## src/rtl/nsnr_flag_bank.sv

```systemverilog
// N-channel synchronous set/reset flag register with active-low requests,
// optional input synchronisers, selectable collision rule and level/edge set.
module nsnr_flag_bank #(
  parameter int unsigned N           = 4,
  parameter int unsigned SYNC_STAGES = 2,
  parameter int unsigned PRIO        = 0,
  parameter int unsigned EDGE_SET    = 0
) (
  input  logic                   ck,
  input  logic                   rst,
  input  logic [N-1:0]           nset,
  input  logic [N-1:0]           nclr,
  output logic [N-1:0]           q,
  output logic [N-1:0]           nq,
  output logic [N-1:0]           rose,
  output logic                   any,
  output logic [$clog2(N+1)-1:0] cnt
);

  localparam int unsigned CW = $clog2(N+1);

  typedef enum logic [1:0] {
    CLR_WINS = 2'd0,
    SET_WINS = 2'd1,
    TOGGLE   = 2'd2
  } prio_e;

  localparam prio_e RULE = prio_e'(PRIO[1:0]);

  logic [N-1:0] nset_s;
  logic [N-1:0] nclr_s;
  logic [N-1:0] prev_nset;
  logic [N-1:0] s_set;
  logic [N-1:0] s_clr;
  logic [N-1:0] set_req;
  logic [N-1:0] q_next;

  generate
    if (SYNC_STAGES > 0) begin : g_sync
      logic [N-1:0] set_pipe [SYNC_STAGES];
      logic [N-1:0] clr_pipe [SYNC_STAGES];

      always_ff @(posedge ck or posedge rst) begin
        if (rst) begin
          for (int unsigned i = 0; i < SYNC_STAGES; i++) begin
            set_pipe[i] <= '1;
            clr_pipe[i] <= '1;
          end
        end else begin
          set_pipe[0] <= nset;
          clr_pipe[0] <= nclr;
          for (int unsigned i = 1; i < SYNC_STAGES; i++) begin
            set_pipe[i] <= set_pipe[i-1];
            clr_pipe[i] <= clr_pipe[i-1];
          end
        end
      end

      assign nset_s = set_pipe[SYNC_STAGES-1];
      assign nclr_s = clr_pipe[SYNC_STAGES-1];
    end else begin : g_nosync
      assign nset_s = nset;
      assign nclr_s = nclr;
    end
  endgenerate

  // History is kept in nset polarity so its reset value of all ones means
  // "previously inactive": a set held across reset release yields one edge.
  always_ff @(posedge ck or posedge rst) begin
    if (rst) begin
      prev_nset <= '1;
    end else begin
      prev_nset <= nset_s;
    end
  end

  assign s_set   = ~nset_s;
  assign s_clr   = ~nclr_s;
  assign set_req = (EDGE_SET != 0) ? (s_set & prev_nset) : s_set;

  always_comb begin
    q_next = q;
    for (int unsigned i = 0; i < N; i++) begin
      if (set_req[i] && s_clr[i]) begin
        case (RULE)
          CLR_WINS: q_next[i] = 1'b0;
          SET_WINS: q_next[i] = 1'b1;
          default:  q_next[i] = ~q[i];
        endcase
      end else if (set_req[i]) begin
        q_next[i] = 1'b1;
      end else if (s_clr[i]) begin
        q_next[i] = 1'b0;
      end
    end
  end

  always_ff @(posedge ck or posedge rst) begin
    if (rst) begin
      q    <= '0;
      rose <= '0;
    end else begin
      q    <= q_next;
      rose <= q_next & ~q;
    end
  end

  assign nq  = ~q;
  assign any = |q;

  always_comb begin
    cnt = '0;
    for (int unsigned i = 0; i < N; i++) begin
      cnt = cnt + CW'(q[i]);
    end
  end

endmodule

```

## config.mk

```make
export PLATFORM = sky130hd
export DESIGN_NAME = nsnr_flag_bank
export DESIGN_NICKNAME = d
export VERILOG_FILES = /design/src/rtl/nsnr_flag_bank.sv
export SDC_FILE = /design/constraint.sdc
export NUM_CORES = 1
export LEC_CHECK = 0
export ABC_CLOCK_PERIOD_IN_PS = 2400
export CELL_PAD_IN_SITES_DETAIL_PLACEMENT = 0
export CELL_PAD_IN_SITES_GLOBAL_PLACEMENT = 2
export CORE_UTILIZATION = 29
export CTS_CLUSTER_SIZE = 20
export DETAILED_ROUTE_END_ITERATION = 10
export PLACE_DENSITY = 0.77
export SLEW_MARGIN = 30
export SYNTH_ARGS = -nofsm -noshare
export SYNTH_HDL_FRONTEND = slang
export SYNTH_SLANG_ARGS = --single-unit
```

## constraint.sdc

```tcl
create_clock -name ck -period 2.4 [get_ports ck]
set_input_delay 0.48 -clock ck [delete_from_list [all_inputs] [get_ports ck]]
set_output_delay 0.48 -clock ck [all_outputs]
set_load 0.01 [all_outputs]
```

# Word-level counts from Yosys, hierarchy flattened
# Cells that the tools add are included.
# word_totals
reg_bits	24
input_bits	10
wordCells	30
# op_classes
add_sub_neg	3
muxes	12
n_bitwise	4
reduce_logical	5
# ops
cell	count
$mux W1	12
$not A4 Y4	3
$and A4 B4 Y4	1
$logic_and A1 B1 Y1	4
$reduce_or A4 Y1	1
$add A2 B1 Y3	1
$add A3 B1 Y3	1
$add A1 B1 Y2	1

# Depth between registers and ports, before layout
# logic_depth
depth_word	5
mapped_depth	5
depth_no_buf	5

# Worst setup path before layout
# No wires, ideal clock.
# synth_timing
kind	reg-to-output
from	register q[0]
to	output port cnt[1]
t_arrival_ps	1577
setup_slack_ps	343
path_stages_with_launch	6
cell_sequence	dfrtp_1 inv_1 fa_1 inv_1 ha_1 ha_1
# synth_between
elab_chain_len	3
# synth_lines
item	line_no	text
start: declaration	13	output logic [N-1:0] q,
start signal: assignment	103	q <= q_next;
$add A1 B1 Y2	114	cnt = cnt + CW'(q[i]);
$add A2 B1 Y3	114	
$add A3 B1 Y3	114	
end: declaration	17	output logic [$clog2(N+1)-1:0] cnt
# No other way between the ends.

# Worst setup path in the final report
# layout_timing
from	register q[3]
to	output port cnt[1]
# layout_between
elab_chain_len	1
# layout_lines
item	line_no
$add A3 B1 Y3	114
# No other way between the ends.

==> results.sh <==
export IMPL_clkLatencyLatePin_ns=0.30
export IMPL_crit_family="adder cells"
export IMPL_vias=442
export IMPL_ys_ff_latch=24
export IMPL_die_x_um=54.01
export IMPL_worstMarginPinSlew_ns=0.2891
export IMPL_fmax_ghz=0.4354
export IMPL_arrival_ns=1.82
export IMPL_grt_use_total_pct=9.875
export IMPL_cp_max_fo=2
export IMPL_synth_cell_types=8
export IMPL_grt_pass1_vias=465
export IMPL_yosysTopAreaCell="dfstp_2"
export IMPL_synthArstFlopShare_pct=100.0
export IMPL_ff_latch_area_um2=620.6
export IMPL_grt_pass1_wl_um=1932
export IMPL_fill_cells=241
export IMPL_fin_nets=96
export IMPL_die_area_um2=2917
export IMPL_rsz0062_at_grt="false"
export IMPL_path_class="flop to output pin"
export IMPL_synthTopCellsByCount="dfstp_2 (16), dfrtp_1 (8), inv_1 (7)"
export IMPL_pwr_share_comb_pct=16.2
export IMPL_timing_hold_violations_final=0
export IMPL_synthTopCellsByArea="dfstp_2 (54%), dfrtp_1 (26%), a21boi_2 (5.7%)"
export IMPL_synth_top_area_share_pct=53.59
export IMPL_syn_to_final_growth_pct=51.67
export IMPL_yosysWarnings=0
export IMPL_cp_required_ns=1.92
export IMPL_synth_most_common_cell="dfstp_2"
export IMPL_cts_buffer_depth=2
export IMPL_post_route_period_util_pct=95.70
export IMPL_ys_dominant_reg_cell="dfstp_2"
export IMPL_core_area_um2=2522
export IMPL_cp_cell_sequence="inv_2 -> fa_1 -> inv_1 -> ha_4 -> ha_4 -> buf_6"
export IMPL_rows=18
export IMPL_p_int_uw=604.8
export IMPL_synth_edff_count=0
export IMPL_p_seq_share_pct=57.6
export IMPL_initial_core_util_pct=31.10
export IMPL_antenna_found_initial=0
export IMPL_vias_per_cell=3.982
export IMPL_ir_drop_mv=0.3832
export IMPL_gr_total_overflow=0
export IMPL_fin_cells=111
export IMPL_setup_viol=0
export IMPL_cts_sinks=24
export IMPL_max_slew_margin_pct=80.73
export IMPL_cts_root_buffer="clkbuf_4"
export IMPL_wl_per_cell_um=10.87
export IMPL_switchingPower_uw=171.2
export IMPL_hold_class="flop to flop"
export IMPL_p_sw_share_pct=22.06
export IMPL_tritoncts="built"
export IMPL_drcViolationCount=0
export IMPL_avgSynthCellArea_um2=17.83
export IMPL_synth_cells=44
export IMPL_grt_max_degree=25
export IMPL_port_buffers=25
export IMPL_whs_ns=0.3631
export IMPL_end_kind="output pin"
export IMPL_seq_area_frac_synth_pct=79.11
export IMPL_crit_top_cell="ha_4"
export IMPL_gp_congestion=0.6357
export IMPL_drive_gt1_share_pct=46.91
export IMPL_post_place_cells=106
export IMPL_cpMaxStageDelayCell="fa_1"
export IMPL_ant_nets=0
export IMPL_path_buf_inv=3
export IMPL_finalMaxSlewViolations=0
export IMPL_final_area_um2=1190
export IMPL_power_uw=776.0
export IMPL_worst_setup_path_start_kind="flop"
export IMPL_ioPinCount=26
export IMPL_finalSetupTns_ns=0
export IMPL_power_density_nw_per_um2=652.2
export IMPL_clock_skew_ns=0.008242
export IMPL_routed_wl_um=1207
export IMPL_min_period_ns=2.297
export IMPL_rrSetupSlack_ns=1.55
export IMPL_numCtsBuffers=3
export IMPL_p_leak_uw=0.0005127
export IMPL_syn_num_nets=58
export IMPL_n_antenna_cell=0
export IMPL_die_h_um=54.01
export IMPL_drv_cap=0
export IMPL_dr_pass1_iters=1
export IMPL_hpwl_um=913.6
export IMPL_dr_first_iter_drc_count=0
export IMPL_multiInputGateArea_um2=162.7
export IMPL_synth_area_um2=784.5
export IMPL_cts_htree_levels=1
export IMPL_clkPwrFrac_pct=26.1
export IMPL_status="finished clean"
export IMPL_path_clk_slew_ns=0.11
export IMPL_cpPeakStageDelay_ns=0.53
export IMPL_dpl_cell_area_um2=1125
per-layer routing:
layer	part of all wire [%]	GRT usage, %
met5	0	0
met4	0	6.410
met3	7.4	4.237
met2	52	15.64
met1	40	10.73
repair_timing:
item / 4_1_cts / 5_1_grt
resized for setup: 7 / 8
setup endpoints to repair: 3 / 3
hold buffers: 0 / 0
setup buffers: 0 / 1
pin swaps: 0 / 2
final cells by class:
cell class                 instances  share of cell area (%)
clock buffer                       4                   3.049
inverter                           7                   2.208
multi-input combinational         13                   13.67
sequential                        24                   52.16
tap                               30                   3.155
timing repair buffer              33                   25.76
placed cells by master (no fill, tap or decap):
master	synthesis	layout
clkdlybuf4s50_1	0	22
dfstp_2	16	16
buf_4	0	8
dfrtp_1	8	8
inv_1	7	5
a21boi_2	4	4
nor3b_1	4	4
clkbuf_4	0	3
inv_2	0	2
ha_4	0	2
nand3_1	1	1
fa_1	1	1
ha_1	3	1
clkbuf_8	0	1
clkdlybuf4s15_1	0	1
buf_6	0	1
clkbuf_2	0	1
power by group through the flow:
stage | combinational [uW] | clock, uW | sequential [uW]
after global routing | 139 | 225 | 451
after floorplan | 39.3 | 0 | 456
after detailed placement | 119 | 0 | 454
final | 126 | 203 | 447
after global placement | 117 | 0 | 452
after CTS | 113 | 211 | 447
worst paths after layout:
path	from	endpoint	depth (start not counted)
min reg2reg	g_sync.set_pipe[7]	nset_s[3]	0
max reg2reg	q[0]	q[0]	4
min	g_sync.set_pipe[7]	nset_s[3]	0
min in group asynchronous	rst	q[1]	3
max	q[3]	cnt[1]	6
max in group asynchronous	rst	nclr_s[1]	3
state kept, by name (all words and copies together), names as in the netlist:
name	flops
nset_s	4
g_sync.clr_pipe	4
q	4
nclr_s	4
rose	4
g_sync.set_pipe	4
cell families (layout without fill, tap and decap cells):
kind of cell	count (synthesis)	in the layout	share of synthesized area, %
DFF	24	24	79.11
AOI/OAI and AO/OA	4	4	5.741
buffers and inverters	7	44	3.350
adders and majority gates	4	4	7.337
and+or+nand+nor	5	5	4.465
worst reg2reg max path, cell delays in order (launching register included):
cell and delay [ns]:
dfrtp_1 0.38, inv_2 0.05, buf_4 0.12, buf_4 0.13, a21boi_2 0.10
per-stage QoR:
| step | setup WS, ns | util [%] |
|---|---|---|
| floorplan | 0.3431 | - |
| global placement | 0.01963 | 44.59 |
| detailed placement | -0.01437 | 44.59 |
| CTS | 0.02215 | 45.78 |
| global route | 0.001197 | 47.17 |
| finish | 0.1032 | 47.17 |
No activity file was read; power rests on OpenSTA's default activity.
